`src/rtl/pipeline_hazard_ctrl_pkg.sv`:
```
// Shared definitions for the pipeline hazard controller slice.
package pipe_pkg;
   typedef logic [4:0] reg_idx_t;

   localparam reg_idx_t    REG_ZERO         = 5'd0;
   localparam logic [1:0]  MEMREAD_NONE     = 2'b00;
   localparam int unsigned MULT_LAT_DEFAULT = 4;
endpackage

```
`src/rtl/pipeline_hazard_ctrl_if.sv`:
```
// ID-stage hazard bundle between pipeline datapath (master) and controller (slave).
// HAZ_STATS_EN adds the StallCycles/FlushCount statistics outputs.
interface pipeline_hazard_ctrl_if;
   import pipe_pkg::*;

   reg_idx_t    IDRs;
   reg_idx_t    IDRt;
   logic        IDUsesRt;
   logic        IDHLOp;
   logic [1:0]  EXMemRead;
   logic        EXRegWrite;
   reg_idx_t    EXDst;
   logic        EXHLStart;
   logic        BranchTaken;
   logic        PCWrite;
   logic        IFIDWrite;
   logic        IFIDFlush;
   logic        IDEXBubble;
   logic        HLBusy;
`ifdef HAZ_STATS_EN
   logic [31:0] StallCycles;
   logic [31:0] FlushCount;
`endif

   modport master (
      output IDRs, IDRt, IDUsesRt, IDHLOp, EXMemRead, EXRegWrite, EXDst,
             EXHLStart, BranchTaken,
      input  PCWrite, IFIDWrite, IFIDFlush, IDEXBubble, HLBusy
`ifdef HAZ_STATS_EN
      , input StallCycles, FlushCount
`endif
   );

   modport slave (
      input  IDRs, IDRt, IDUsesRt, IDHLOp, EXMemRead, EXRegWrite, EXDst,
             EXHLStart, BranchTaken,
      output PCWrite, IFIDWrite, IFIDFlush, IDEXBubble, HLBusy
`ifdef HAZ_STATS_EN
      , output StallCycles, FlushCount
`endif
   );
endinterface

```
`src/rtl/pipeline_hazard_ctrl_hl_busy_timer.sv`:
```
// HI/LO busy timer: loadable down-counter, busy for LAT cycles after Start.
module hl_busy_timer #(
   parameter int unsigned LAT = 4
) (
   input  logic Clk,
   input  logic Rst_n,
   input  logic Start,
   output logic Busy
);
   localparam int unsigned     CNT_W      = $clog2(LAT + 1);
   localparam logic [CNT_W-1:0] LOAD      = CNT_W'(LAT);
   localparam logic [0:0]       ST_RUN     = 1'b0;
   localparam logic [0:0]       ST_HL_BUSY = 1'b1;

   logic [CNT_W-1:0] r_cnt;
   logic [0:0]       w_state;

   // Start reloads even mid-count; a new mult/div restarts the full latency.
   always_ff @(posedge Clk) begin
      if (!Rst_n)
         r_cnt <= '0;
      else if (Start)
         r_cnt <= LOAD;
      else if (r_cnt != '0)
         r_cnt <= r_cnt - CNT_W'(1);
   end

   assign w_state = (r_cnt != '0) ? ST_HL_BUSY : ST_RUN;
   assign Busy    = (w_state == ST_HL_BUSY);
endmodule

```
`src/rtl/pipeline_hazard_ctrl.sv`:
```
// Hazard controller for IF/ID and ID/EX: load-use, HI/LO-use stalls and branch flush.
// HAZ_STATS_EN adds saturating stall/flush cycle counters.
module pipeline_hazard_ctrl
   import pipe_pkg::*;
#(
   parameter int unsigned MULT_LAT = MULT_LAT_DEFAULT
) (
   input  logic                  Clk,
   input  logic                  Rst_n,
   pipeline_hazard_ctrl_if.slave hz
);
   localparam int unsigned      CNT_W   = $clog2(MULT_LAT + 1);
   localparam logic [CNT_W-1:0] HL_LOAD = CNT_W'(MULT_LAT);

   logic w_busy;
   logic w_load_use;
   logic w_hl_use;
   logic w_pcwrite;
   logic w_ifidwrite;
   logic w_flush;
   logic w_bubble;

   hl_busy_timer #(.LAT(32'(HL_LOAD))) u_hl_timer (
      .Clk   (Clk),
      .Rst_n (Rst_n),
      .Start (hz.EXHLStart),
      .Busy  (w_busy)
   );

   assign w_load_use = (hz.EXMemRead != MEMREAD_NONE) & hz.EXRegWrite &
                       (hz.EXDst != REG_ZERO) &
                       ((hz.EXDst == hz.IDRs) | (hz.IDUsesRt & (hz.EXDst == hz.IDRt)));
   assign w_hl_use   = w_busy & hz.IDHLOp;

   // Branch wins over stalls: the ID instruction is wrong-path and gets flushed anyway.
   always_comb begin
      w_pcwrite   = 1'b1;
      w_ifidwrite = 1'b1;
      w_flush     = 1'b0;
      w_bubble    = 1'b0;
      if (Rst_n) begin
         if (hz.BranchTaken) begin
            w_flush  = 1'b1;
            w_bubble = 1'b1;
         end else if (w_load_use | w_hl_use) begin
            w_pcwrite   = 1'b0;
            w_ifidwrite = 1'b0;
            w_bubble    = 1'b1;
         end
      end
   end

   assign hz.PCWrite    = w_pcwrite;
   assign hz.IFIDWrite  = w_ifidwrite;
   assign hz.IFIDFlush  = w_flush;
   assign hz.IDEXBubble = w_bubble;
   assign hz.HLBusy     = Rst_n & w_busy;

`ifdef HAZ_STATS_EN
   logic [31:0] r_stall_cnt;
   logic [31:0] r_flush_cnt;

   always_ff @(posedge Clk) begin
      if (!Rst_n) begin
         r_stall_cnt <= '0;
         r_flush_cnt <= '0;
      end else begin
         if (!w_pcwrite && r_stall_cnt != '1)
            r_stall_cnt <= r_stall_cnt + 32'd1;
         if (w_flush && r_flush_cnt != '1)
            r_flush_cnt <= r_flush_cnt + 32'd1;
      end
   end

   assign hz.StallCycles = r_stall_cnt;
   assign hz.FlushCount  = r_flush_cnt;
`endif
endmodule
```
`src/flat_wrapper.sv`:
```
// flat-port wrapper written by rule: the top's interface ports become plain ports
module pipeline_hazard_ctrl_flat import pipe_pkg::*;
#(
   parameter int unsigned MULT_LAT = MULT_LAT_DEFAULT
)
  (Clk, Rst_n, hz_IDRs, hz_IDRt, hz_IDUsesRt, hz_IDHLOp, hz_EXMemRead, hz_EXRegWrite, hz_EXDst, hz_EXHLStart, hz_BranchTaken, hz_PCWrite, hz_IFIDWrite, hz_IFIDFlush, hz_IDEXBubble, hz_HLBusy);
  pipeline_hazard_ctrl_if hz_i ();
  input  logic Clk;
  input  logic Rst_n;
  input wire logic [$bits(hz_i.IDRs)-1:0] hz_IDRs;
  input wire logic [$bits(hz_i.IDRt)-1:0] hz_IDRt;
  input wire logic [$bits(hz_i.IDUsesRt)-1:0] hz_IDUsesRt;
  input wire logic [$bits(hz_i.IDHLOp)-1:0] hz_IDHLOp;
  input wire logic [$bits(hz_i.EXMemRead)-1:0] hz_EXMemRead;
  input wire logic [$bits(hz_i.EXRegWrite)-1:0] hz_EXRegWrite;
  input wire logic [$bits(hz_i.EXDst)-1:0] hz_EXDst;
  input wire logic [$bits(hz_i.EXHLStart)-1:0] hz_EXHLStart;
  input wire logic [$bits(hz_i.BranchTaken)-1:0] hz_BranchTaken;
  output wire logic [$bits(hz_i.PCWrite)-1:0] hz_PCWrite;
  output wire logic [$bits(hz_i.IFIDWrite)-1:0] hz_IFIDWrite;
  output wire logic [$bits(hz_i.IFIDFlush)-1:0] hz_IFIDFlush;
  output wire logic [$bits(hz_i.IDEXBubble)-1:0] hz_IDEXBubble;
  output wire logic [$bits(hz_i.HLBusy)-1:0] hz_HLBusy;
  assign hz_i.IDRs = hz_IDRs;
  assign hz_i.IDRt = hz_IDRt;
  assign hz_i.IDUsesRt = hz_IDUsesRt;
  assign hz_i.IDHLOp = hz_IDHLOp;
  assign hz_i.EXMemRead = hz_EXMemRead;
  assign hz_i.EXRegWrite = hz_EXRegWrite;
  assign hz_i.EXDst = hz_EXDst;
  assign hz_i.EXHLStart = hz_EXHLStart;
  assign hz_i.BranchTaken = hz_BranchTaken;
  assign hz_PCWrite = hz_i.PCWrite;
  assign hz_IFIDWrite = hz_i.IFIDWrite;
  assign hz_IFIDFlush = hz_i.IFIDFlush;
  assign hz_IDEXBubble = hz_i.IDEXBubble;
  assign hz_HLBusy = hz_i.HLBusy;
  pipeline_hazard_ctrl #(.MULT_LAT(MULT_LAT)) u_core (.Clk(Clk), .Rst_n(Rst_n), .hz(hz_i));
endmodule
```
`config.mk`:
```
export PLATFORM = sky130hd
export DESIGN_NAME = pipeline_hazard_ctrl_flat
export DESIGN_NICKNAME = d
export VERILOG_FILES = /design/src/rtl/pipeline_hazard_ctrl_pkg.sv /design/src/rtl/pipeline_hazard_ctrl_if.sv /design/src/rtl/pipeline_hazard_ctrl_hl_busy_timer.sv /design/src/rtl/pipeline_hazard_ctrl.sv /design/src/flat_wrapper.sv
export SDC_FILE = /design/constraint.sdc
export NUM_CORES = 1
export LEC_CHECK = 0
export ABC_AREA = 1
export CAP_MARGIN = 20
export CORE_AREA = 2 2 39 41
export DETAILED_ROUTE_END_ITERATION = 8
export DIE_AREA = 0 0 41 43
export PLACE_DENSITY = 0.8
export SETUP_SLACK_MARGIN = 0.3
export SYNTH_ARGS = -nofsm -noshare
export SYNTH_HDL_FRONTEND = slang
export SYNTH_HIERARCHICAL = 1
export SYNTH_SLANG_ARGS = --single-unit
```
`constraint.sdc`:
```
create_clock -name Clk -period 3.4 [get_ports Clk]
set_input_delay 0.34 -clock Clk [delete_from_list [all_inputs] [get_ports Clk]]
set_output_delay 0.34 -clock Clk [all_outputs]
set_load 0.02 [all_outputs]
```
### Word level (Yosys, flattened, before mapping)

Cells that the tools add are included.

* flip-flop bits (word level): 3
* word-level logic and storage cells: 30

* bitwise gates (word level): 9
* eq/ne operators: 2
* add/subtract/negate cells: 1
* muxes and demuxes: 11
* reductions and logical operators: 5

Operators with widths (count)
* equality test 5 bit: 2
* two-way mux 1 bit: 9
* AND 1 bit: 6
* two-way mux 3 bit: 2
* nonzero test 5 bit: 1
* nonzero test 2 bit: 2
* nonzero test 3 bit: 1
* subtractor 3 x 1 -> 3 bit, second input constant: 1
* bitwise OR 1 bit: 2
* OR reduction 2 bit: 1
* NOT 1 bit: 1

### Logic depth before layout (Yosys ltp)

* depth in word-level cells: 8
* mapped depth: 10

### Hierarchy

The synthesis kept the hierarchy.

By module, submodules not included
* pipeline_hazard_ctrl: times used 1, cells an instance 66, area an instance 282.8 um^2
* hl_busy_timer: times used 1, cells an instance 27, area an instance 178.9 um^2

### Worst setup path before layout

Ideal clock, no wire load.

* path type: register to output
* from: reg u_core.u_hl_timer.r_cnt[0]
* to: out hz_PCWrite
* path slack: 1503 ps
* path buffers: 1
* data arrival time: 1557 ps
* cell stages (with the launch flop): 11
* cells stage by stage: dfxtp_1 > inv_1 > ha_1 > ha_1 > inv_1 > nand2_1 > inv_1 > nand2_1 > nand2_1 > nand2_1 > buf_4

* longest elaborated chain between the ends: 7

Ends and longest elaborated chain
* start: declaration: line pipeline_hazard_ctrl_hl_busy_timer.sv:15 `logic [CNT_W-1:0] r_cnt;`
* start signal: assignment: line pipeline_hazard_ctrl_hl_busy_timer.sv:25 `r_cnt <= r_cnt - CNT_W'(1);`
* nonzero test 3 bit: line pipeline_hazard_ctrl_hl_busy_timer.sv:28 `assign w_state = (r_cnt != '0) ? ST_HL_BUSY : ST_RUN;`
* two-way mux 1 bit: line pipeline_hazard_ctrl_hl_busy_timer.sv:28
* named net u_core.w_busy: line pipeline_hazard_ctrl.sv:15 `logic w_busy;`
* AND 1 bit: line pipeline_hazard_ctrl.sv:33 `assign w_hl_use = w_busy & hz.IDHLOp;`
* bitwise OR 1 bit: line pipeline_hazard_ctrl.sv:45 `end else if (w_load_use | w_hl_use) begin`
* two-way mux 1 bit (3 in a row)
* end: declaration: line flat_wrapper.sv:19 `output wire logic [$bits(hz_i.PCWrite)-1:0] hz_PCWrite;`

The timed path passes the listed nets, and every way through them passes these cells.

### Worst setup path in the final report

* from: reg u_core.u_hl_timer.r_cnt[0]
* to: out hz_IDEXBubble

* longest elaborated chain between the ends: 7

Ends and longest elaborated chain
* nonzero test 3 bit: line pipeline_hazard_ctrl_hl_busy_timer.sv:28
* two-way mux 1 bit: line pipeline_hazard_ctrl_hl_busy_timer.sv:28
* named net u_core.w_busy: line pipeline_hazard_ctrl.sv:15
* AND 1 bit: line pipeline_hazard_ctrl.sv:33
* bitwise OR 1 bit: line pipeline_hazard_ctrl.sv:45
* two-way mux 1 bit: line pipeline_hazard_ctrl.sv:45
* two-way mux 1 bit: line pipeline_hazard_ctrl.sv:42 `if (hz.BranchTaken) begin`
* two-way mux 1 bit: line pipeline_hazard_ctrl.sv:41 `if (Rst_n) begin`
* end: declaration: line flat_wrapper.sv:22 `output wire logic [$bits(hz_i.IDEXBubble)-1:0] hz_IDEXBubble;`

The timed path passes the listed nets, and every way through them passes these cells.

==> impl_metrics.ini <==
[run_status]
outcome = finished, final reports clean

[routing]
totalWireLength_um = 1100
num_vias = 598
drc = 0
drt.antenna.violating_nets = 0
dr.pass1.iters = 6
drt_iter0_drc = 7
post_drt_wl_per_cell_um = 7.84
via_per_inst = 4.27

[layout]
largest_register = u_core/u_hl_timer/r_cnt
num_antenna_cells = 0
largest_reg_flops = 3
final_nets = 152
largest_registers = u_core/u_hl_timer/r_cnt (3)
drive_gt1_share_pct = 11.3
synthToLayoutAreaGrowth_pct = 69.1

[clocking]
cts_hold_buf = 0
cts_buffer_depth = 2
post-cts-setup-buffer-count = 0
clockRootBuffer = clkbuf_4
cts.clk_slew.worst_paths_ns = 0.04
clk_latency_ns = 0.23
cts_tree = yes
cts_buffers = 3
htreeDepth = 1
cts_resized = 0
clock-sinks = 3

[global_routing]
first_global_vias = 533
antenna_found_initial = 0
track_usage_pct = 14.7
grt_max_degree = 6
grt_pass1_wl_um = 1820
grt_overflow = 0

[power]
power-per-cell-area_mw_per_mm2 = 241
switching_share_pct = 31.7
ir_drop_mv = 0.0873
power_frac_seq_pct = 21.2
comb_power_share_pct = 45.8
p_leak_nw = 0.451
p_int_uw = 128
clkPwrFrac_pct = 33.1
power.switching_uw = 59.5

[placement]
place_ws_ns = 1.04
gp_congestion = 0.727
portBuffers = 28
hpwl_um = 958

[logic_synthesis]
syn_inst = 93
netlist_area_um2 = 462
yosysWarnings = 6
synth_area_per_cell_um2 = 4.96
synth_nets = 120
yosysUniqueCellTypes = 15
yosysSeqAreaShare_pct = 13.0
ys_ff_latch = 3

[sta]
relSlewSlack_pct = 85.0
min_period_over_period_pct = 70.6
setup_slack_ns = 1.00
tns_ns = 0
setup_viol = 0
rsz0062_at_grt = false
timing.final.hold_violations = 0
max_freq_mhz = 417
finClkSkew_ns = 0.000186
worst_pin_slew_ns = 0.224
finalMaxSlewViolations = 0
period_minus_slack_ns = 2.40

[die]
fp.dieW_um = 41
ios = 29
chipHeight_um = 43
core_mm2 = 0.00138
start_util_pct = 33.4
num_rows = 14
die-area_mm2 = 0.00176

[critical_path]
worst-path-max-fanout = 5
slowest_stage = clkdlybuf4s50_1
cp.buffers_inverters = 4
reg2reg_slack_ns = 2.20
crit_arrival_ns = 2.06
path_class = reg2out
cp-start-kind = flip-flop
crit_chain = inv_1, ha_1, ha_1, inv_1, nand2_1, inv_1, nand2_1, nand3_1, clkdlybuf4s50_1
slowest_delay_ns = 0.61
crit-reg2reg-launch = u_core/u_hl_timer/r_cnt[0]
worst_ep_required_time_ns = 3.06
end_kind = output port
critPathTopFamily = buffers and inverters
cpMostUsedCell = inv_1
worstSetupStartpoint = u_core/u_hl_timer/r_cnt[0]

[hold_path]
hold_path.class = reg2reg
hold_start = u_core/u_hl_timer/r_cnt[1]

[job]
drv_cap = 0
[worst register-to-register path: cells and delay by family (launching register included)]
family | cells | cell delay [ns]
AOI/OAI and AO/OA | 1 | 0.12
and+or+nand+nor | 1 | 0.06
adders and majority gates | 2 | 0.45
DFF | 1 | 0.33
buffers and inverters | 2 | 0.17
[layer usage]
layer | vias up | global-route usage (%) | share of wire [%]
met5 | - | 0 | 0
met4 | 0 | 6.00 | 0.91
met3 | 2 | 3.66 | 7.6
met2 | 23 | 27.5 | 51
met1 | 245 | 13.7 | 40
li1 | 328 | - | -
[cells in the mapped netlist]
cell type	n	area (µm²)
nand2_1	38	143
inv_1	22	82.6
nor2_1	8	30.0
inv_2	5	18.8
dfxtp_1	3	60.1
ha_1	3	37.5
a21oi_1	2	10.0
nand2_2	2	12.5
nand3_1	2	10.0
nand4_1	2	12.5
nor2_2	2	12.5
buf_4	1	7.51
nand3_2	1	10.0
or2_2	1	6.26
xnor2_1	1	8.76
[power groups by stage]
stage	clock network, mW	registers, mW	logic [mW]
detailed placement	0	0.0401	0.0861
global route	0.0720	0.0400	0.0957
global placement	0	0.0401	0.0837
finish	0.0621	0.0397	0.0859
floorplan	0	0.0399	0.0424
CTS	0.0665	0.0397	0.0864
[cell families after synthesis]
| kind of cell | share of synthesized area (%) |
|---|---|
| AO/OA/AOI/OAI | 2.17 |
| XOR/XNOR | 1.90 |
| adder cells (fa/ha/maj) | 8.13 |
| buffers and inverters | 23.6 |
| flip-flops | 13.0 |
| AND/OR/NAND/NOR | 51.2 |
[cells in the final DEF, fill, tap and decap left out]
cell type	synthesis	routed
nand2_1	38	38
nand3_1	2	2
nor2_1	8	8
nand2_2	2	2
a21oi_1	2	2
dfxtp_1	3	3
xnor2_1	1	1
or2_2	1	1
clkbuf_4	0	3
clkdlybuf4s50_1	0	28
inv_2	5	5
nand4_1	2	2
ha_1	3	3
inv_1	22	22
nor2_2	2	2
nand3_2	1	1
clkbuf_1	0	1
[stage by stage]
stage / util (%) / instance area (µm²) / power [mW] / hold WS [ns] / std cells
floorplan: - / 462 / 0.0823 / 0.433 / 93
global placement: 54.5 / 754 / 0.124 / 0.440 / 136
detailed placement: 54.5 / 754 / 0.126 / 0.459 / 136
CTS: 56.4 / 781 / 0.193 / 0.471 / 140
global route: 56.4 / 781 / 0.208 / 0.501 / 140
finish: 56.4 / 781 / 0.188 / 0.465 / 140
[area by class of cell]
class	instances	area [µm²]
timing repair buffer	28	280
clock buffer	4	26.3
tap	16	20.0
inverter	27	101
sequential	3	60.1
multi-input combinational	62	293
fill	129	603
[final timing paths]
kind | end | depth (start not counted)
min | u_core/u_hl_timer/r_cnt[1] | 2
max reg2reg | u_core/u_hl_timer/r_cnt[1] | 6
min reg2reg | u_core/u_hl_timer/r_cnt[1] | 2
max | hz_IDEXBubble | 9
(Power assumes the default switching activity.)
